`src/rtl/serv_dbus_ctrl.sv`:
```
// serv_dbus_ctrl: Wishbone classic data-bus master for load/store accesses.
// Optional bus timeout is enabled by defining SERV_DBUS_TIMEOUT_EN.
module serv_dbus_ctrl #(
    parameter int TIMEOUT_W = 8
) (
    input  logic        i_clk,
    input  logic        i_rst,
    input  logic        i_req,
    input  logic        i_we,
    input  logic [31:0] i_adr,
    input  logic [1:0]  i_size,
    input  logic [31:0] i_wdat,
    output logic [31:0] o_rdat,
    output logic        o_load,
    output logic        o_done,
    output logic        o_misalign,
    output logic        o_err,
    output logic [31:0] o_wb_adr,
    output logic [31:0] o_wb_dat,
    output logic [3:0]  o_wb_sel,
    output logic        o_wb_we,
    output logic        o_wb_cyc,
    input  logic [31:0] i_wb_rdt,
    input  logic        i_wb_ack
);
    typedef enum logic [1:0] {IDLE, BUS, DONE, REL} state_t;

    state_t      state_q, state_d;
    logic [31:0] adr_q, adr_d, dat_q, dat_d, rdat_q, rdat_d;
    logic [3:0]  sel_q, sel_d;
    logic        we_q, we_d, mis_q, mis_d;
    logic        misaligned;
    logic [3:0]  sel_w;
    logic        expired;

    assign misaligned = i_size == 2'b00 ? 1'b0 :
                        i_size == 2'b01 ? i_adr[0] : |i_adr[1:0];
    assign sel_w = i_size == 2'b00 ? 4'b0001 << i_adr[1:0] :
                   i_size == 2'b01 ? (i_adr[1] ? 4'b1100 : 4'b0011) : 4'b1111;

`ifdef SERV_DBUS_TIMEOUT_EN
    logic [TIMEOUT_W-1:0] cnt_q, cnt_d;
    logic                 err_q, err_d;
    // Expire in the BUS cycle whose missing ack would bring the count to all-ones.
    assign expired = cnt_q == {{(TIMEOUT_W-1){1'b1}}, 1'b0};
    assign o_err   = state_q == DONE && err_q;
    always_ff @(posedge i_clk) begin
        if (i_rst) begin
            cnt_q <= '0;
            err_q <= 1'b0;
        end else begin
            cnt_q <= cnt_d;
            err_q <= err_d;
        end
    end
    always_comb begin
        cnt_d = cnt_q;
        err_d = err_q;
        if (state_q == IDLE && i_req) begin
            cnt_d = '0;
            err_d = 1'b0;
        end else if (state_q == BUS && !i_wb_ack) begin
            cnt_d = cnt_q + 1'b1;
            err_d = expired;
        end
    end
`else
    assign expired = 1'b0;
    assign o_err   = 1'b0;
`endif

    always_ff @(posedge i_clk) begin
        if (i_rst) begin
            state_q <= IDLE;
            adr_q   <= '0;
            dat_q   <= '0;
            rdat_q  <= '0;
            sel_q   <= '0;
            we_q    <= 1'b0;
            mis_q   <= 1'b0;
        end else begin
            state_q <= state_d;
            adr_q   <= adr_d;
            dat_q   <= dat_d;
            rdat_q  <= rdat_d;
            sel_q   <= sel_d;
            we_q    <= we_d;
            mis_q   <= mis_d;
        end
    end

    always_comb begin
        state_d = state_q;
        adr_d   = adr_q;
        dat_d   = dat_q;
        rdat_d  = rdat_q;
        sel_d   = sel_q;
        we_d    = we_q;
        mis_d   = mis_q;
        case (state_q)
            IDLE: if (i_req) begin
                mis_d = misaligned;
                if (misaligned) begin
                    state_d = DONE;
                end else begin
                    state_d = BUS;
                    adr_d   = {i_adr[31:2], 2'b00};
                    sel_d   = sel_w;
                    we_d    = i_we;
                    dat_d   = i_wdat;
                end
            end
            BUS: if (i_wb_ack) begin
                state_d = DONE;
                rdat_d  = we_q ? rdat_q : i_wb_rdt;
            end else if (expired) begin
                state_d = DONE;
            end
            DONE: state_d = REL;
            default: state_d = i_req ? REL : IDLE;
        endcase
    end

    assign o_wb_cyc   = state_q == BUS;
    assign o_wb_adr   = adr_q;
    assign o_wb_dat   = dat_q;
    assign o_wb_sel   = sel_q;
    assign o_wb_we    = we_q;
    assign o_rdat     = rdat_q;
    assign o_done     = state_q == DONE;
    assign o_misalign = o_done && mis_q;
    assign o_load     = o_done && !we_q && !mis_q && !o_err;
endmodule

```
`config.mk`:
```
export PLATFORM = sky130hd
export DESIGN_NAME = serv_dbus_ctrl
export DESIGN_NICKNAME = d
export VERILOG_FILES = /design/src/rtl/serv_dbus_ctrl.sv
export SDC_FILE = /design/constraint.sdc
export NUM_CORES = 1
export LEC_CHECK = 0
export BUFFER_PORTS_ARGS = -buffer_cell sky130_fd_sc_hd__buf_2
export CORE_AREA = 2 2 100 102
export CTS_BUF_LIST = sky130_fd_sc_hd__clkbuf_2
export DETAILED_ROUTE_END_ITERATION = 10
export DIE_AREA = 0 0 102 104
export GPL_ROUTABILITY_DRIVEN = 0
export PLACE_DENSITY = 0.8
export RECOVER_POWER = 100
export SLEW_MARGIN = 40
export SYNTH_ARGS = -nofsm -noshare
export SYNTH_HDL_FRONTEND = slang
export SYNTH_SLANG_ARGS = --single-unit
```
`constraint.sdc`:
```
create_clock -name i_clk -period 1.8 [get_ports i_clk]
set_clock_uncertainty 0.1 [all_clocks]
set_input_delay 0.36 -clock i_clk [delete_from_list [all_inputs] [get_ports i_clk]]
set_output_delay 0.36 -clock i_clk [all_outputs]
set_load 0.05 [all_outputs]
```
Yosys cells after proc, flatten, opt, wreduce, memory -nomap -nowiden
Index checks and enable logic that the tools add are counted.
{"block": "op_classes", "n_shift": 1, "bitwise_logic": 2, "eq_ne": 5, "n_reduce_logical": 12, "muxes": 10}
{"cell": "4-bit two-way mux", "count": 3}
{"cell": "2-bit two-way mux", "count": 4}
{"cell": "2-bit case mux with 3 select lines", "count": 1}
{"cell": "3-bit AND reduction", "count": 2}
{"cell": "2-bit by 1-bit equality test with 1-bit output (second input constant)", "count": 2}
{"cell": "2-bit zero test", "count": 2}
{"cell": "2-bit AND reduction", "count": 2}
{"cell": "1-bit by 2-bit << shifter with 4-bit output (first input constant)", "count": 1}
{"cell": "1-bit logical AND", "count": 3}
{"cell": "2-bit equality test (second input constant)", "count": 1}
{"cell": "1-bit zero test", "count": 2}
{"cell": "1-bit two-way mux", "count": 2}
{"cell": "2-bit by 1-bit != test with 1-bit output (second input constant)", "count": 1}
{"cell": "2-bit != test (second input constant)", "count": 1}
{"cell": "1-bit NOT", "count": 2}
{"cell": "2-bit OR reduction", "count": 1}
{"block": "totals", "ff_bits": 102, "elab_cells": 37, "in_bits": 103, "output_inout_bits": 106}

Longest topological paths before layout
Gate-level depths: netlist of run 1.
{"block": "depth", "ltp_word": 6, "mapped_depth": 7, "mapped_depth_nobuf": 5}

Worst setup path before layout of run 1
Ideal clock, no wire load.
{"block": "synth_path", "kind": "register -> output", "startpoint": "register state_q[0]", "endpoint": "output port o_load", "t_arrival_ps": 2127, "required_time_ps": 1340, "stages_incl_launch_ff": 4, "path_slack_ps": -787, "path_buffers": 0, "cell_sequence": "dfxtp_1 -> inv_1 -> ha_1 -> nor3b_1"}
{"block": "synth_between", "elab_chain_len": 3}
{"element": "start: declaration", "line_no": "28", "rtl": "state_t state_q, state_d;"}
{"element": "start signal: assignment", "line_no": "82", "rtl": "state_q <= state_d;"}
{"element": "2-bit equality test", "line_no": "130", "rtl": "assign o_done = state_q == DONE;"}
{"element": "via o_done", "line_no": "15", "rtl": "output logic o_done,"}
{"element": "1-bit logical AND (2 in series)", "line_no": "132", "rtl": "assign o_load = o_done && !we_q && !mis_q && !o_err;"}
{"element": "end: declaration", "line_no": "14", "rtl": "output logic o_load,"}
The timed path passes the listed nets, and every way through them passes these cells.

Worst setup path after layout of run 1
{"block": "layout_path", "startpoint": "register state_q[0]", "endpoint": "output port o_load"}
{"block": "layout_between", "elab_chain_len": 3}
{"element": "2-bit equality test", "line_no": "130"}
{"element": "1-bit logical AND (2 in series)", "line_no": "132"}
No other way between the ends.

==> results.cfg, run 1 <==
[outcome]
outcome = finished, violations left
violations = negative setup slack

[drt]
drtPass1Iterations = 6
drc = 0
via_per_inst = 4.78
drt_iter0_drc = 120
ant_nets = 0
totalWireLength_um = 14300
routedWlPerCell_um = 15.4
vias = 4441

[clock_network]
numCtsBuffers = 9
cts.htree.levels = 3
cts.sinks = 102
clock_latency_ns = 0.58
clk_pin_slew_ns = 0.27
cts_tree = done
clockRootBuffer = clkbuf_2
ctsLongestPathBuffers = 2

[die]
die_h_um = 104
core_um2 = 9550
die_x_um = 102
ios = 209
start_util_pct = 46.5
die_area_um2 = 10600
num_rows = 36

[yosys]
synthCells = 472
ys_seq_area_share_pct = 46.0
ys_ff_latch = 102
avgSynthCellArea_um2 = 9.41
yosys_warnings = 0
synthTopCellsByArea = dfxtp_1 46%, nand2b_1 18%, mux2i_1 14%
netlist_area_um2 = 4440
synth_cell_types = 29
yosysTopAreaCell = dfxtp_1
synth_top_area_share_pct = 46.0

[global_routing]
grt_util_all_layers_pct = 25.4
grt_pass1_wl_um = 21800
overflow = 0
antenna_found_initial = 0
grt_max_degree = 70
grt_pass1_vias = 4603

[critical_path]
critPathMaxFanout = 4
rr_endpoint = o_wb_adr[13]
critical_path.max_stage_delay_ns = 0.39
worstPathCellList = inv_2 -> ha_4 -> nor3b_4 -> buf_6
cp-start-kind = flip-flop
worst-r2r-setup-slack_ns = -0.16
path_class = reg -> out
end_kind = output port
required_ns = 1.34
cpMaxStageDelayCell = dfxtp_2
cp.arrival_ns = 1.58
r2r_start = state_q[0]
r2r_cells = 10

[placed_design]
placed_area_um2 = 5670
dp.final_hpwl_um = 8040
dp.cells = 796
io_buffers = 205

[power_and_ir_drop]
p_sw_mw = 3.10
powerDensity_nw_per_um2 = 1070
pwr-share-clk_pct = 18.1
seqPwrFrac_pct = 35.6
power.leakage_nw = 3.22
max-vdd-ir-drop_uv = 806
internal-power_mw = 4.64
p_sw_share_pct = 40.0
comb_power_share_pct = 46.3
p_total_mw = 7.74

[run]
drv_cap = 0

[timing]
finalWorstSetupSlack_ns = -0.244
setup_tns_ns = -4.89
slew_violations = 0
clock.fmax_ghz = 0.489
setup_violations = 57
post-route-period-util_pct = 114
fin_crit_ns = 2.04
rsz0062_at_grt = yes
finalHoldViolCount = 0

[worst_hold_path]
min_from = i_rst
hold_path_class = in -> reg
min_to = state_q[1]
hold_depth = 2

[final_layout]
drive_gt1_share_pct = 35.6
final_common_cell = buf_2
nNetsFinal = 898
syn_to_final_growth_pct = 62.7
stdcell_count = 929
insertedDiodeCount = 0
final_cell_mix = 197 x buf_2, 129 x nand2b_1, 99 x dfxtp_1, 95 x dlygate4sd3_1, 65 x nand2_1
stdcell_area_um2 = 7230
==> timing repair <==
item                                    CTS  global route
cloned                                    2             3
buffers inserted                          8             9
gates resized for setup                  26            29
endpoints found under the setup margin    6            54
pin swaps                                 4             2
hold buffers                             95             0
hold endpoints to repair                 95             0
==> cells in the mapped netlist, drive strengths merged <==
cell,n
a2111oi,2
a211oi,1
a21boi,1
a21oi,37
a221oi,5
a311oi,1
and2,1
and3b,1
buf,10
clkbuf,25
conb,1
dfxtp,102
ha,4
inv,8
mux2i,63
nand2,66
nand2b,129
nand3b,1
nor2,2
nor2b,3
nor3,2
nor3b,2
o21ai,2
o21bai,1
or2,1
or4b,1
==> metal layers <==
| layer | global-route usage (%) | part of all wire, % |
|---|---|---|
| met4 | 10.8 | 2.4 |
| met5 | 0 | 0 |
| met2 | 43.8 | 50 |
| met3 | 6.85 | 8.0 |
| met1 | 29.2 | 40 |
==> registers in the layout, summed over array words and instances (netlist names) <==
name,count
o_rdat,32
o_wb_dat,32
o_wb_adr,30
o_wb_sel,4
state_q,2
mis_q,1
o_wb_we,1
==> worst max-delay path by stage <==
stage / end / startpoint / cells after the start
floorplan: o_load / state_q[0] / 3
global placement: o_wb_dat[10] / i_adr[0] / 6
detailed placement: o_wb_dat[12] / i_adr[0] / 5
CTS: o_load / state_q[0] / 4
global route: o_load / state_q[0] / 4
finish: o_load / state_q[0] / 4
==> final cells by class <==
class / count / area [um2]
sequential: 102 / 2050
clock buffer: 10 / 50.0
fill: 595 / 2320
timing repair buffer: 341 / 2580
tap: 133 / 166
inverter: 8 / 32.5
clock inverter: 6 / 110
multi-input combinational: 329 / 2240
==> kinds of logic (layout without fill, tap and decap cells) <==
kind of cell | after synthesis | count (layout) | synth area share [%]
compound gates | 50 | 50 | 6.62
fa+ha+maj | 4 | 4 | 1.13
buf+inv | 43 | 365 | 6.25
flops | 102 | 102 | 46.0
mux | 63 | 63 | 14.2
other cells | 1 | 3 | 0.0844
simple gates | 209 | 209 | 25.8
==> power groups by stage <==
stage / Clock, mW / Sequential, mW / Combinational [mW]
floorplan: 0 / 3.70 / 1.13
global route: 1.49 / 2.80 / 3.76
finish: 1.40 / 2.76 / 3.59
CTS: 1.39 / 2.75 / 3.24
global placement: 0 / 2.77 / 2.69
detailed placement: 0 / 2.78 / 2.75
==> worst max-delay path, delay by kind of cell, from the launching register on <==
kind / cells / cell delay (ns)
adders and majority gates: 1 / 0.15
DFF: 1 / 0.39
and+or+nand+nor: 1 / 0.21
buffers and inverters: 2 / 0.27
==> through the flow <==
step	util (%)	setup WS, ns	hold slack, ns
after global placement	59.4	0.0733	0.339
final	75.7	-0.244	0.0471
after global routing	75.7	-0.335	0.0111
after CTS	73.2	-0.223	0.0152
after floorplan	-	0.0234	0.396
after detailed placement	59.4	0.00217	0.344
Power figures use the tool's default switching activity.
==> run 2, diff against run 1 <==
--- a/config.mk
+++ b/config.mk
@@ -13,6 +13,7 @@
 export GPL_ROUTABILITY_DRIVEN = 0
 export PLACE_DENSITY = 0.8
 export RECOVER_POWER = 100
+export REMOVE_ABC_BUFFERS = 1
 export SLEW_MARGIN = 40
 export SYNTH_ARGS = -nofsm -noshare
 export SYNTH_HDL_FRONTEND = slang
==> constraint.sdc (replaced) <==
create_clock -name i_clk -period 1.8 [get_ports i_clk]
set_clock_uncertainty 0.1 [all_clocks]
set_input_delay 0.36 -clock i_clk [delete_from_list [all_inputs] [get_ports i_clk]]
set_output_delay 0.36 -clock i_clk [all_outputs]
set_load 0.02 [all_outputs]
==> results.cfg, run 2 (synthesis gave the netlist of run 1 again) <==
[critical_path]
r2r_cells = 9
rr_endpoint = o_wb_dat[17]
required_ns = 1.34
worstPathCellList = inv_2 -> ha_4 -> nor3b_4 -> buf_6
cpMaxStageDelayCell = dfxtp_2
critPathMaxFanout = 3
end_kind = output port
critical_path.max_stage_delay_ns = 0.38
r2r_start = state_q[0]
path_class = reg -> out
cp.arrival_ns = 1.47
cp-start-kind = flip-flop
worst-r2r-setup-slack_ns = -0.11

[timing]
finalWorstSetupSlack_ns = -0.131
rsz0062_at_grt = yes
finalHoldViolCount = 0
whs_ns = 0.0700
setup_violations = 60
fin_crit_ns = 1.93
post-route-period-util_pct = 107
slew_violations = 0
clock.fmax_ghz = 0.518

[drt]
via_per_inst = 4.82
top_layer = met4
drc = 0
wl_met3_um = 947
drt_iter0_drc = 121
vias = 4446
m1WireLength_um = 4950
drtPass1Iterations = 4
totalWireLength_um = 13900
ant_nets = 0
routedWlPerCell_um = 15.1
route.met2.wl_um = 7490

[clock_network]
cts.htree.levels = 3
numCtsBuffers = 9
clk_pin_slew_ns = 0.26
cts.sinks = 102
cts_tree = done
ctsLongestPathBuffers = 2
clock_latency_ns = 0.55
clockRootBuffer = clkbuf_2

[final_layout]
nNetsFinal = 893
insertedDiodeCount = 0
final_common_cell = nand2b_1
seq_area_um2 = 2050
final_cell_mix = 129 x nand2b_1, 109 x buf_2, 99 x dfxtp_1, 96 x dlygate4sd3_1, 81 x clkbuf_1
syn_to_final_growth_pct = 56.6
n_fill_cell = 721
multi_input_area_um2 = 2260
drive_gt1_share_pct = 24.6

[run]
drv_cap = 0

[global_routing]
overflow = 0
grt_pass1_vias = 4512
grt_util_all_layers_pct = 25.6
grt_max_degree = 87
grt_pass1_wl_um = 21500
antenna_found_initial = 0

[die]
core_um2 = 9550
die_x_um = 102
die_h_um = 104
num_rows = 36
die_area_um2 = 10600
start_util_pct = 46.5
ios = 209

[placed_design]
post-place-ws_ns = -0.0400
io_buffers = 205
dp.final_hpwl_um = 7790

[power_and_ir_drop]
power.leakage_nw = 2.79
powerDensity_nw_per_um2 = 935
p_total_mw = 6.50
max-vdd-ir-drop_uv = 538

[worst_hold_path]
hold_path_class = in -> reg
hold_depth = 4
min_from = i_adr[1]
min_to = o_wb_sel[3]

[outcome]
outcome = finished, violations left
violations = negative setup slack
-- run 2: report_power, final --
part	internal [mW]	total [mW]	switching, mW
logic	1.31	2.71	1.40
clock network	0.309	1.04	0.728
registers	2.57	2.76	0.185
total	4.19	6.50	2.32
-- run 2: cell type report --
class	count	area share [%]
Clock buffer	10	0.719
Clock inverter	5	0.737
Inverter	8	0.432
Multi-Input combinational cell	329	32.5
Sequential cell	102	29.4
Tap cell	133	2.39
Timing Repair Buffer	336	33.8
-- run 2: worst max path at each step --
stage / startpoint / end / slack, ns / cells after the start
after global placement: i_adr[0] / o_wb_dat[25] / 0.05 / 6
after global routing: state_q[0] / o_load / -0.23 / 4
final: state_q[0] / o_load / -0.13 / 4
after detailed placement: state_q[0] / o_wb_adr[6] / -0.04 / 7
after floorplan: i_adr[0] / o_wb_adr[10] / -3.43 / 3
after CTS: state_q[0] / o_load / -0.16 / 4
-- run 2: per-layer routing --
layer	global-route usage, %	vias up
met2	47.9	173
met3	6.32	46
met1	25.8	2067
li1	-	2160
met5	0	-
met4	12.3	0
-- run 2: what timing repair did --
| item | in CTS | in global routing |
|---|---|---|
| pin swaps | 2 | 3 |
| setup endpoints to repair | 38 | 68 |
| cloned | 2 | 1 |
| resized for setup | 23 | 21 |
| hold buffers | 96 | 0 |
| endpoints found under the hold margin | 102 | 0 |
| buffers inserted | 7 | 6 |
-- run 2: per-stage QoR --
step / area [um2] / util, % / cells / TNS (ns)
detailed placement: 5640 / 59.1 / 796 / -0.0968
floorplan: 4200 / - / 439 / -219.74
global placement: 5640 / 59.1 / 796 / 0
CTS: 6900 / 72.2 / 916 / -0.548
global route: 6960 / 72.9 / 923 / -9.54
finish: 6960 / 72.9 / 923 / -3.74
-- run 2: critical path, delay by kind of cell (launching register included) --
| kind | cells | cell delay (ns) |
|---|---|---|
| adders and majority gates | 1 | 0.13 |
| buffers and inverters | 2 | 0.21 |
| DFF | 1 | 0.38 |
| and+or+nand+nor | 1 | 0.19 |
==> run 3, diff against run 2 <==
--- a/config.mk
+++ b/config.mk
@@ -14,6 +14,7 @@
 export PLACE_DENSITY = 0.8
 export RECOVER_POWER = 100
 export REMOVE_ABC_BUFFERS = 1
+export SKIP_LAST_GASP = 1
 export SLEW_MARGIN = 40
 export SYNTH_ARGS = -nofsm -noshare
 export SYNTH_HDL_FRONTEND = slang
==> results.cfg, run 3 (synthesis gave the netlist of run 1 again) <==
[final_layout]
insertedDiodeCount = 0
final_cell_mix = 129 x nand2b_1, 109 x buf_2, 99 x dfxtp_1, 96 x dlygate4sd3_1, 81 x clkbuf_1
utilization_pct = 72.6
n_fill_cell = 726
multi_input_area_um2 = 2240
nNetsFinal = 893
stdcell_area_um2 = 6930
syn_to_final_growth_pct = 56.1
drive_gt1_share_pct = 24.2
seq_area_um2 = 2050
final_common_cell = nand2b_1

[power_and_ir_drop]
power.leakage_nw = 2.79
p_total_mw = 6.49
powerDensity_nw_per_um2 = 935
max-vdd-ir-drop_uv = 538

[global_routing]
grt_util_all_layers_pct = 25.6
antenna_found_initial = 0
grt_max_degree = 87
grt_pass1_wl_um = 21500
grt_pass1_vias = 4512
overflow = 0

[timing]
setup_violations = 60
fin_crit_ns = 1.94
finalWorstSetupSlack_ns = -0.144
finalHoldViolCount = 0
setup_tns_ns = -4.18
post-route-period-util_pct = 108
rsz0062_at_grt = yes
slew_violations = 0
clock.fmax_ghz = 0.514

[critical_path]
end_kind = output port
cp.buffers_inverters = 2
cp-start-kind = flip-flop
critical_path.max_stage_delay_ns = 0.38
cp.arrival_ns = 1.48
path_class = reg -> out
worstPathCellList = inv_2 -> ha_4 -> nor3b_4 -> buf_6
critPathMaxFanout = 3
required_ns = 1.34
cpLargestDelayFamily = flip-flops
cpMaxStageDelayCell = dfxtp_2

[worst_hold_path]
hold_path_class = in -> reg

[clock_network]
cts_tree = done
ctsLongestPathBuffers = 2
cts.htree.levels = 3
cts.sinks = 102
clk_pin_slew_ns = 0.26
numCtsBuffers = 9
clockRootBuffer = clkbuf_2
clock_latency_ns = 0.55

[placed_design]
post-place-ws_ns = -0.0400
io_buffers = 205
dp.final_hpwl_um = 7790
placed_area_um2 = 5640

[drt]
drtPass1Iterations = 4
ant_nets = 0
routedWlPerCell_um = 15.0
via_per_inst = 4.86
totalWireLength_um = 13900
drc = 0
drt_iter0_drc = 143
vias = 4484

[outcome]
violations = negative setup slack
outcome = finished, violations left

[die]
die_x_um = 102
num_rows = 36
die_h_um = 104
core_um2 = 9550
ios = 209
die_area_um2 = 10600
start_util_pct = 46.5

[run]
drv_cap = 0
[run 3: cell counts in the layout (fill, tap and decap cells not counted)]
Identical to the previous run, type by type.
[run 3: path summary, 6_finish.rpt]
| path | start | end | slack (ns) | depth (start not counted) |
|---|---|---|---|---|
| max | state_q[0] | o_load | -0.14 | 4 |
| min | i_adr[1] | o_wb_sel[3] | 0.06 | 4 |
| max reg2reg | state_q[0] | o_wb_dat[17] | -0.12 | 9 |
| min reg2reg | o_rdat[18] | o_rdat[18] | 0.37 | 2 |
[run 3: layer usage]
metal  global-route usage [%]  wire [um]  vias to the layer above
met1                     25.8       5030                     2100
met2                     47.9       7410                      179
met4                     12.3        497                        0
met3                     6.32        934                       46
met5                        0          0                        -
li1                         -          -                     2159
[run 3: worst reg2reg max path, cell delays in order (launching register included)]
cell and delay [ns]:
dfxtp_2 0.38, inv_2 0.07, buf_4 0.11, buf_4 0.10
ha_4 0.15, nand2_4 0.06, a221oi_4 0.30, buf_12 0.21
buf_12 0.15, mux2i_4 0.22
[run 3: cell type report]
class	instances	share of cell area [%]
clock buffers	10	0.722
clock inverters	5	0.740
inverters	8	0.433
multi-input cells	329	32.3
flip-flops and latches	102	29.5
well taps	133	2.40
repair buffers	336	33.9
[run 3: power by group]
part / switching, mW / internal, mW / total [mW]
Sequential: 0.186 / 2.57 / 2.76
Clock: 0.734 / 0.309 / 1.04
Combinational: 1.40 / 1.29 / 2.69
[run 3: stage by stage]
stage	std cells	hold slack, ns
floorplan	439	0.329
global placement	796	0.339
detailed placement	796	0.344
CTS	916	0.00317
global route	923	0.0385
finish	923	0.0635
[run 3: timing repair]
action                     4_1_cts  5_1_grt
buffers inserted                 7        6
cloned                           2        1
hold buffers                    96        0
setup endpoints to repair       38       68
hold endpoints to repair       102        0
resized for setup               23       17
pin swaps                        2        1
